## src/rtl/mips_pkg.sv

```systemverilog
// Shared types and instruction field layout for the 16-bit MIPS-like cores.
package mips_pkg;

    localparam int unsigned InstrW  = 16;
    localparam int unsigned OpW     = 3;
    localparam int unsigned OpLsb   = 13;
    localparam int unsigned RegAw   = 3;
    localparam int unsigned NumRegs = 8;
    localparam int unsigned RaLsb   = 10;
    localparam int unsigned RbLsb   = 7;
    localparam int unsigned RcLsb   = 4;
    localparam int unsigned ImmW    = 7;

    typedef enum logic [OpW-1:0] {
        OpLw   = 3'b000,
        OpSw   = 3'b001,
        OpAdd  = 3'b010,
        OpSub  = 3'b011,
        OpBeq  = 3'b100,
        OpAddi = 3'b101,
        OpRsvd = 3'b110,
        OpHalt = 3'b111
    } opcode_e;

    typedef enum logic [2:0] {
        StFetch  = 3'd0,
        StDecode = 3'd1,
        StExec   = 3'd2,
        StMem    = 3'd3,
        StWb     = 3'd4,
        StHalted = 3'd5
    } state_e;

endpackage

```

## src/rtl/mips_regfile.sv

```systemverilog
// 8-entry register file: three asynchronous read ports, one synchronous write port.
// Entry 0 is never written, so it always reads zero.
module mips_regfile
    import mips_pkg::*;
#(
    parameter int unsigned DATA_W = 8
) (
    input  logic              i_clk,
    input  logic              i_rst,
    input  logic [RegAw-1:0]  i_raddr_a,
    input  logic [RegAw-1:0]  i_raddr_b,
    input  logic [RegAw-1:0]  i_raddr_c,
    output logic [DATA_W-1:0] o_rdata_a,
    output logic [DATA_W-1:0] o_rdata_b,
    output logic [DATA_W-1:0] o_rdata_c,
    input  logic              i_we,
    input  logic [RegAw-1:0]  i_waddr,
    input  logic [DATA_W-1:0] i_wdata
);

    logic [DATA_W-1:0] r_regs [NumRegs];

    always_ff @(posedge i_clk or posedge i_rst) begin
        if (i_rst) begin
            for (int i = 0; i < NumRegs; i++) begin
                r_regs[i] <= '0;
            end
        end else if (i_we && (i_waddr != '0)) begin
            r_regs[i_waddr] <= i_wdata;
        end
    end

    assign o_rdata_a = r_regs[i_raddr_a];
    assign o_rdata_b = r_regs[i_raddr_b];
    assign o_rdata_c = r_regs[i_raddr_c];

endmodule

```

## src/rtl/mips_multicycle_core.sv

```systemverilog
// Multi-cycle 16-bit MIPS-like core: FETCH/DECODE/EXEC/MEM/WB sequencer with req/ack
// handshakes to instruction and data memories, plus halt/retire status for the harness.
module mips_multicycle_core
    import mips_pkg::*;
#(
    parameter int unsigned DATA_W   = 8,
    parameter int unsigned IADDR_W  = 5,
    parameter int unsigned DADDR_W  = 4,
    parameter int unsigned RESET_PC = 0
) (
    input  logic               i_clk,
    input  logic               i_reset,
    output logic               o_imem_req,
    output logic [IADDR_W-1:0] o_imem_addr,
    input  logic [InstrW-1:0]  i_imem_rdata,
    input  logic               i_imem_ack,
    output logic               o_dmem_req,
    output logic               o_dmem_we,
    output logic [DADDR_W-1:0] o_dmem_addr,
    output logic [DATA_W-1:0]  o_dmem_wdata,
    input  logic [DATA_W-1:0]  i_dmem_rdata,
    input  logic               i_dmem_ack,
    input  logic               i_resume,
    output logic [IADDR_W-1:0] o_pc,
    output logic               o_retire,
    output logic               o_branch_taken,
    output logic               o_halt,
    output logic               o_illegal
);

    localparam logic [IADDR_W-1:0] ResetPc = IADDR_W'(RESET_PC);

    state_e             r_state, w_state_d;
    logic [IADDR_W-1:0] r_pc, w_pc_d, w_pc_inc, w_imm_pc;
    logic [InstrW-1:0]  r_instr, w_instr_d;
    logic [DATA_W-1:0]  r_op_a, r_op_b, r_op_c, w_op_a_d, w_op_b_d, w_op_c_d;
    logic [DATA_W-1:0]  r_result, w_result_d, w_imm_data;
    logic [DATA_W-1:0]  w_rf_a, w_rf_b, w_rf_c;
    logic               r_retire, w_retire_d, r_taken, w_taken_d, r_illegal, w_illegal_d;
    logic               w_rf_we;
    opcode_e            w_op;
    logic [RegAw-1:0]   w_ra, w_rb, w_rc;

    assign w_op       = opcode_e'(r_instr[OpLsb +: OpW]);
    assign w_ra       = r_instr[RaLsb +: RegAw];
    assign w_rb       = r_instr[RbLsb +: RegAw];
    assign w_rc       = r_instr[RcLsb +: RegAw];
    assign w_imm_data = DATA_W'($signed(r_instr[ImmW-1:0]));
    assign w_imm_pc   = IADDR_W'($signed(r_instr[ImmW-1:0]));
    assign w_pc_inc   = r_pc + IADDR_W'(1);

    mips_regfile #(
        .DATA_W (DATA_W)
    ) u_regfile (
        .i_clk     (i_clk),
        .i_rst     (i_reset),
        .i_raddr_a (w_ra),
        .i_raddr_b (w_rb),
        .i_raddr_c (w_rc),
        .o_rdata_a (w_rf_a),
        .o_rdata_b (w_rf_b),
        .o_rdata_c (w_rf_c),
        .i_we      (w_rf_we),
        .i_waddr   (w_ra),
        .i_wdata   (r_result)
    );

    always_ff @(posedge i_clk or posedge i_reset) begin
        if (i_reset) begin
            r_state   <= StFetch;
            r_pc      <= ResetPc;
            r_instr   <= '0;
            r_op_a    <= '0;
            r_op_b    <= '0;
            r_op_c    <= '0;
            r_result  <= '0;
            r_retire  <= 1'b0;
            r_taken   <= 1'b0;
            r_illegal <= 1'b0;
        end else begin
            r_state   <= w_state_d;
            r_pc      <= w_pc_d;
            r_instr   <= w_instr_d;
            r_op_a    <= w_op_a_d;
            r_op_b    <= w_op_b_d;
            r_op_c    <= w_op_c_d;
            r_result  <= w_result_d;
            r_retire  <= w_retire_d;
            r_taken   <= w_taken_d;
            r_illegal <= w_illegal_d;
        end
    end

    always_comb begin
        w_state_d   = r_state;
        w_pc_d      = r_pc;
        w_instr_d   = r_instr;
        w_op_a_d    = r_op_a;
        w_op_b_d    = r_op_b;
        w_op_c_d    = r_op_c;
        w_result_d  = r_result;
        w_retire_d  = 1'b0;
        w_taken_d   = 1'b0;
        w_illegal_d = r_illegal;
        w_rf_we     = 1'b0;
        unique case (r_state)
            StFetch: begin
                if (i_imem_ack) begin
                    w_instr_d = i_imem_rdata;
                    w_state_d = StDecode;
                end
            end
            StDecode: begin
                w_op_a_d = w_rf_a;
                w_op_b_d = w_rf_b;
                w_op_c_d = w_rf_c;
                if (w_op == OpHalt) begin
                    w_retire_d = 1'b1;
                    w_state_d  = StHalted;
                end else begin
                    w_state_d = StExec;
                end
            end
            StExec: begin
                w_state_d = StWb;
                unique case (w_op)
                    OpBeq: begin
                        w_retire_d = 1'b1;
                        w_state_d  = StFetch;
                        if (r_op_a == r_op_b) begin
                            w_pc_d    = w_pc_inc + w_imm_pc;
                            w_taken_d = 1'b1;
                        end else begin
                            w_pc_d = w_pc_inc;
                        end
                    end
                    OpRsvd: begin
                        w_illegal_d = 1'b1;
                        w_retire_d  = 1'b1;
                        w_pc_d      = w_pc_inc;
                        w_state_d   = StFetch;
                    end
                    OpLw, OpSw: w_state_d  = StMem;
                    OpAdd:      w_result_d = r_op_b + r_op_c;
                    OpSub:      w_result_d = r_op_b - r_op_c;
                    OpAddi:     w_result_d = r_op_b + w_imm_data;
                    default:    w_state_d  = StFetch;
                endcase
            end
            StMem: begin
                if (i_dmem_ack) begin
                    if (w_op == OpSw) begin
                        w_pc_d     = w_pc_inc;
                        w_retire_d = 1'b1;
                        w_state_d  = StFetch;
                    end else begin
                        w_result_d = i_dmem_rdata;
                        w_state_d  = StWb;
                    end
                end
            end
            StWb: begin
                w_rf_we    = 1'b1;
                w_pc_d     = w_pc_inc;
                w_retire_d = 1'b1;
                w_state_d  = StFetch;
            end
            StHalted: begin
                if (i_resume) begin
                    w_pc_d    = w_pc_inc;
                    w_state_d = StFetch;
                end
            end
            default: w_state_d = StFetch;
        endcase
    end

    // Requests are gated by reset so they drop in the same cycle reset is raised.
    assign o_imem_req     = (r_state == StFetch) && !i_reset;
    assign o_imem_addr    = r_pc;
    assign o_dmem_req     = (r_state == StMem) && !i_reset;
    assign o_dmem_we      = o_dmem_req && (w_op == OpSw);
    assign o_dmem_addr    = r_instr[DADDR_W-1:0];
    assign o_dmem_wdata   = r_op_a;
    assign o_pc           = r_pc;
    assign o_retire       = r_retire;
    assign o_branch_taken = r_taken;
    assign o_halt         = (r_state == StHalted);
    assign o_illegal      = r_illegal;

endmodule

```

## config.mk

```make
export PLATFORM = sky130hd
export DESIGN_NAME = mips_multicycle_core
export DESIGN_NICKNAME = d
export VERILOG_FILES = /design/src/rtl/mips_pkg.sv /design/src/rtl/mips_regfile.sv /design/src/rtl/mips_multicycle_core.sv
export SDC_FILE = /design/constraint.sdc
export NUM_CORES = 1
export LEC_CHECK = 0
export ABC_AREA = 1
export CAP_MARGIN = 20
export CORE_ASPECT_RATIO = 2
export CORE_MARGIN = 4
export CORE_UTILIZATION = 25
export CTS_BUF_LIST = sky130_fd_sc_hd__clkbuf_4 sky130_fd_sc_hd__clkbuf_8 sky130_fd_sc_hd__clkbuf_16
export CTS_CLUSTER_DIAMETER = 120
export DETAILED_ROUTE_END_ITERATION = 10
export GPL_ROUTABILITY_DRIVEN = 0
export HOLD_SLACK_MARGIN = 0.03
export SLEW_MARGIN = 20
export SYNTH_ARGS = -nofsm -noshare
export SYNTH_HDL_FRONTEND = slang
export SYNTH_SLANG_ARGS = --single-unit
```

## constraint.sdc

```tcl
create_clock -name i_clk -period 4 [get_ports i_clk]
set_input_delay 0.8 -clock i_clk [delete_from_list [all_inputs] [get_ports i_clk]]
set_output_delay 0.8 -clock i_clk [all_outputs]
set_load 0.005 [all_outputs]
```

==> flow_summary.ini, run 1 <==
[logic_synthesis]
synthFlopType = dfrtp_1
async_flop_share_pct = 100
yosys_warnings = 0
synth_edf_count = 0
synth_cells = 935
synth_top_area_share_pct = 42.4
syn_area_um2 = 7260
synth_area_leaders = dfrtp_1 (42%), o21ai_0 (11%), nand2_1 (8.5%), o211ai_1 (4.7%), nor2_1 (4.2%)
synth_top_cell_by_area = dfrtp_1
seq_area_frac_synth_pct = 42.4
syn-num-nets = 982
synth_xor_area_share_pct = 1.57
synth-compound-area-share_pct = 24.4
synth-simple-area-share_pct = 18.8
yosys.area_share.adder_pct = 3.31
synth_top_family_by_area = compound AO/OA/AOI/OAI gates
avgSynthCellArea_um2 = 7.77
ys_ff_latch = 123
synth_mux_area_share_pct = 0.620
synth_cell_types = 48

[detailed_routing]
routed_wl_um = 24300
drc = 0
drtAntennaViolNets = 0
viasPerCell = 5.06
drt-wirelength-per-cell_um = 18.2
drt-initial-drc-count = 427
vias = 6769
dr.pass1.iters = 5

[clocking]
hold_buffers = 0
clockRootBuffer = clkbuf_16
cts_tree = yes
cts_num_sinks = 123
htreeDepth = 4
post_cts_buffers = 0
cts-resized-gates = 0
clk_pin_slew_worst_paths_ns = 0.06
clk_latency_ns = 0.43
cts_buffer_depth = 2
cts_buffers = 17

[min_path]
min_path_type = flip-flop to flip-flop
worstHoldPathCells = 0

[floorplan]
start_util_pct = 25.3
rows = 88
die_h_um = 249
fp.dieW_um = 129
io_pins = 58
die-area_um2 = 32000
core_area_um2 = 28700

[outcome]
status = completed

[grt]
grt_pass1_wl_um = 38100
grt_max_degree = 68
gr-usage-all-layers_pct = 15.5
antenna_found_initial = 0
grt-ovfl-total = 0
grt_pass1_vias = 6998

[sta]
slew_headroom_pct = 35.3
worst_pin_slew_ns = 0.970
fin_skew_ns = 0.00935
rsz0062_at_grt = false
period_share_pct = 74.8
final_hold_viol_count = 0
slew_violations = 0
clock.fmax_mhz = 334
finalCriticalPeriod_ns = 2.99
setup_viol = 0
finalSetupTns_ns = 0

[cells_and_area]
final_nets = 1012
nFillCells = 3034
syn_to_final_growth_pct = 20.3
drive_above_1_share_pct = 8.90
num_antenna_cells = 0

[placement]
dpl.hpwl_um = 18200
port_buffers = 57

[power]
peakVddDrop_uv = 280
p_total_mw = 7.83
power_density_nw_per_um2 = 896
p_leak_nw = 3.81

[worst_setup_path]
cpPeakStageDelay_ns = 0.52
crit_type = flip-flop to output pin
timing.critical_path.cells = inv_1 > nand3_4 > nor2_1 > inv_1 > nor2_1 > clkdlybuf4s50_1
critical_path_arrival_ns = 2.19
endpoint_kind = output pin
critPathLaunchType = flip-flop
cp_max_fo = 16
worstPathRequired_ns = 3.20
r2r_cells = 16
crit_path_top_delay_cell = clkdlybuf4s50_1

[flow_run]
maxCapViolations = 0
## critical path, delay by kind of cell, from the launching register on
family                 cells  cell delay (ns)
and+or+nand+nor            3             0.53
buffers and inverters      3             0.80
DFF                        1             0.42
## Yosys cell counts, types with 6 or more instances
| cell | count |
|---|---|
| nand2_1 | 165 |
| o21ai_0 | 158 |
| dfrtp_1 | 123 |
| nor2_1 | 81 |
| inv_1 | 80 |
| a21oi_1 | 60 |
| o211ai_1 | 45 |
| nand3_1 | 44 |
| clkbuf_1 | 32 |
| ha_1 | 16 |
| buf_2 | 12 |
| o21ai_1 | 12 |
| buf_4 | 10 |
| nand2_2 | 9 |
| xor2_1 | 7 |
| inv_2 | 6 |
| o22ai_1 | 6 |
| xnor2_1 | 6 |
## per-layer routing
metal | up-vias | global-route usage (%) | part of all wire [%]
met5 | - | 0 | 0
li1 | 3221 | - | -
met4 | 0 | 10.5 | 6.2
met1 | 3254 | 14.7 | 34
met3 | 77 | 2.55 | 4.1
met2 | 217 | 29.3 | 56
## where the power goes
part	internal [mW]	switching [mW]	total [mW]	leakage, nW
Sequential	1.70	0.523	2.22	1.58
Clock	1.09	0.584	1.68	0.308
Combinational	1.47	2.46	3.93	1.92
Total	4.26	3.57	7.83	3.81
## state kept, by name, summed over array words and instances, names as in the netlist, 3 cells and up
register          count
o_dmem_wdata          8
o_imem_addr           5
r_instr              16
r_op_b                8
r_op_c                8
r_result              8
r_state               3
u_regfile.r_regs     64
## placed cells by master (no fill, tap or decap), drive strengths merged, types with 2 or more instances in the layout
| cell | count |
|---|---|
| a211oi | 3 |
| a21oi | 65 |
| a31oi | 4 |
| a32oi | 2 |
| and3 | 2 |
| buf | 13 |
| bufinv | 4 |
| clkbuf | 21 |
| clkdlybuf4s50 | 57 |
| clkinv | 6 |
| clkinvlp | 4 |
| dfrtp | 123 |
| fa | 2 |
| ha | 16 |
| inv | 86 |
| mux2 | 4 |
| nand2 | 174 |
| nand3 | 47 |
| nor2 | 85 |
| nor3 | 5 |
| o2111ai | 3 |
| o211ai | 45 |
| o21a | 2 |
| o21ai | 171 |
| o221ai | 2 |
| o22a | 3 |
| o22ai | 6 |
| o32a | 2 |
| or2 | 4 |
| xnor2 | 6 |
| xor2 | 7 |
## worst paths after layout
path	from	to	slack [ns]
hold reg to reg	u_regfile.r_regs[60]	u_regfile.r_regs[60]	0.42
setup reg to reg	r_instr[14]	r_result[6]	1.38
min in group asynchronous	i_reset	o_retire	0.80
max in group asynchronous	i_reset	u_regfile.r_regs[49]	2.48
setup / recovery	r_state[2]	o_dmem_we	1.01
hold / removal	u_regfile.r_regs[60]	u_regfile.r_regs[60]	0.42
## logic make-up (layout without fill, tap and decap cells)
logic type,after synthesis,in the layout
AO/OA/AOI/OAI,311,311
buffers and inverters,148,191
adder cells (fa/ha/maj),18,18
XOR/XNOR,13,13
flip-flops,123,123
multiplexers,4,4
AND/OR/NAND/NOR,318,318
## metrics by stage
step | hold WS [ns] | instance area, µm² | utilization (%) | instances | worst slack, ns
CTS | 0.420 | 8730 | 30.4 | 1338 | 0.958
global placement | 0.399 | 8090 | 28.2 | 1306 | 1.26
detailed placement | 0.406 | 8090 | 28.2 | 1306 | 1.24
floorplan | 0.449 | 7270 | - | 935 | 1.69
global route | 0.433 | 8730 | 30.4 | 1338 | 0.888
finish | 0.420 | 8730 | 30.4 | 1338 | 1.01
## layout make-up
cell class | count | area [µm²] | share of cell area [%]
clock buffers | 21 | 474 | 5.43
inverters | 89 | 343 | 3.93
flip-flops and latches | 123 | 3080 | 35.2
multi-input cells | 664 | 3540 | 40.5
clock inverters | 11 | 166 | 1.91
repair buffers | 70 | 681 | 7.79
well taps | 360 | 450 | 5.16
No activity file was read; power rests on OpenSTA's default activity.
==> run 2: changes to the inputs <==
==> constraint.sdc (replaced) <==
create_clock -name i_clk -period 3 [get_ports i_clk]
set_input_delay 0.6 -clock i_clk [delete_from_list [all_inputs] [get_ports i_clk]]
set_output_delay 0.6 -clock i_clk [all_outputs]
set_load 0.005 [all_outputs]
==> run 2 against run 1 <==
  * Die area did not move
  * Final cell count rose by 0.15%
  * Largest cell class unchanged
  * Sequential share of layout area rose by 0.066 points
  * First-iteration DRC count rose by 12%
  * Non-clock buffer count rose by 2
  * Power rose by 32%
  * Via count rose by 0.75%
  * Clock skew fell by 0.0010 ns
  * Count of clock-buffer cells in the layout rose by 2
  * Design area fell by 0.19%
==> flow_summary.ini, run 2 (synthesis gave the netlist of run 1 again) <==
[grt]
antenna_found_initial = 0
grt_max_degree = 60
grt_pass1_vias = 6958
gr-usage-all-layers_pct = 15.6
grt-ovfl-total = 0
grt_pass1_wl_um = 38300

[detailed_routing]
drt-wirelength-per-cell_um = 18.2
dr.pass1.iters = 5
viasPerCell = 5.09
routed_wl_um = 24400
drt-initial-drc-count = 477
drtAntennaViolNets = 0
drc = 0
vias = 6820

[placement]
dpl.hpwl_um = 18300
post-place-cells = 1308
port_buffers = 57

[clocking]
clk_latency_ns = 0.43
post_cts_buffers = 0
cts-resized-gates = 0
cts_buffers = 17
cts_buffer_depth = 2
cts_num_sinks = 123
clk_pin_slew_worst_paths_ns = 0.06
clockRootBuffer = clkbuf_16
cts_tree = yes
hold_buffers = 0
htreeDepth = 4

[worst_setup_path]
regToRegSetupSlack_ns = 0.44
endpoint_kind = output pin
startpoint = r_state[2]
r2r-start = r_instr[14]
crit_type = flip-flop to output pin
critPathLaunchType = flip-flop
cp_max_fo = 16
critical_path_arrival_ns = 2.19
worstPathRequired_ns = 2.40

[min_path]
hp-start = u_regfile.r_regs[58]
min_path_type = flip-flop to flip-flop

[sta]
worst_pin_slew_ns = 0.713
fin_skew_ns = 0.00832
slew_headroom_pct = 52.4
slew_violations = 0
clock.fmax_mhz = 358
period_share_pct = 93.0
setup_viol = 0
finalSetupTns_ns = 0
rsz0062_at_grt = false
final_hold_viol_count = 0
finalCriticalPeriod_ns = 2.79

[power]
peakVddDrop_uv = 359
p_clk_share_pct = 20.4
power_density_nw_per_um2 = 1190
p_sw_mw = 4.73
p_int_mw = 5.61
p_comb_share_pct = 51.5
swShare_pct = 45.7
p_leak_nw = 3.82
sequentialPowerShare_pct = 28.0

[cells_and_area]
drive_above_1_share_pct = 9.08
top_regs = u_regfile.r_regs x64, r_instr x16
top_register = u_regfile.r_regs
largest_register_ffs = 64
final_common_cell = nand2_1
num_antenna_cells = 0
syn_to_final_growth_pct = 20.0
final_cell_mix = nand2_1 (165), o21ai_0 (158), dfrtp_1 (123), nor2_1 (81), inv_1 (79)
finalNonFillerCells = 1340
final_nets = 1014

[floorplan]
rows = 88
die-area_um2 = 32000
start_util_pct = 25.3
core_area_um2 = 28700
io_pins = 58
fp.dieW_um = 129
die_h_um = 249

[flow_run]
maxCapViolations = 0

[outcome]
status = completed
## run 2: cell count changes in the layout (fill, tap and decap cells not counted)
cell,previous run,this run
bufinv_16,4,3
clkbuf_8,3,1
buf_4,12,13
clkbuf_4,1,5
clkinv_2,3,6
clkinv_4,1,0
clkinvlp_4,4,1
buf_12,1,2
## run 2: cell type report
type	count	area, µm²
flip-flops and latches	123	3080
repair buffers	72	708
clock buffers	23	477
inverters	89	343
clock inverters	9	120
fillers	3034	20000
multi-input cells	664	3540
well taps	360	450
## run 2: metal layers
layer / vias up / GRT usage [%] / routed length (µm)
li1: 3227 / - / -
met1: 3227 / 14.4 / 7960
met2: 279 / 29.3 / 13500
met3: 87 / 2.98 / 1230
met4: 0 / 11.1 / 1780
met5: - / 0 / 0
## run 2: critical path, cell delays in order (launching register included)
cell,delay (ns)
dfrtp_1,0.42
inv_1,0.19
nand3_4,0.23
nor2_1,0.21
inv_1,0.10
nor2_1,0.09
clkdlybuf4s50_1,0.51
## run 2: power by group through the flow
stage / Combinational (mW) / Clock, mW / Sequential, mW
3_5_place_dp: 5.32 / 0 / 2.91
3_3_place_gp: 5.25 / 0 / 2.90
6_report: 5.33 / 2.11 / 2.90
5_1_grt: 5.96 / 2.21 / 2.97
4_1_cts: 5.34 / 2.15 / 2.89
2_1_floorplan: 3.71 / 0 / 2.70
## run 2: path summary, 6_finish.rpt
check | endpoint | depth (start not counted)
max in group asynchronous | u_regfile.r_regs[35] | 3
min in group asynchronous | r_result[4] | 2
setup / recovery | o_dmem_we | 6
setup reg to reg | r_result[6] | 16
hold / removal | u_regfile.r_regs[58] | 0
hold reg to reg | u_regfile.r_regs[58] | 0
## run 2: metrics by stage
stage | setup WS [ns] | utilization [%] | total power [mW] | instance area, µm² | hold slack [ns]
2_1_floorplan | 0.747 | - | 6.41 | 7270 | 0.449
4_1_cts | 0.180 | 30.3 | 10.4 | 8720 | 0.423
5_1_grt | 0.0765 | 30.3 | 11.1 | 8720 | 0.429
3_5_place_dp | 0.462 | 28.3 | 8.23 | 8120 | 0.411
6_report | 0.209 | 30.3 | 10.3 | 8720 | 0.418
3_3_place_gp | 0.460 | 28.3 | 8.15 | 8120 | 0.409
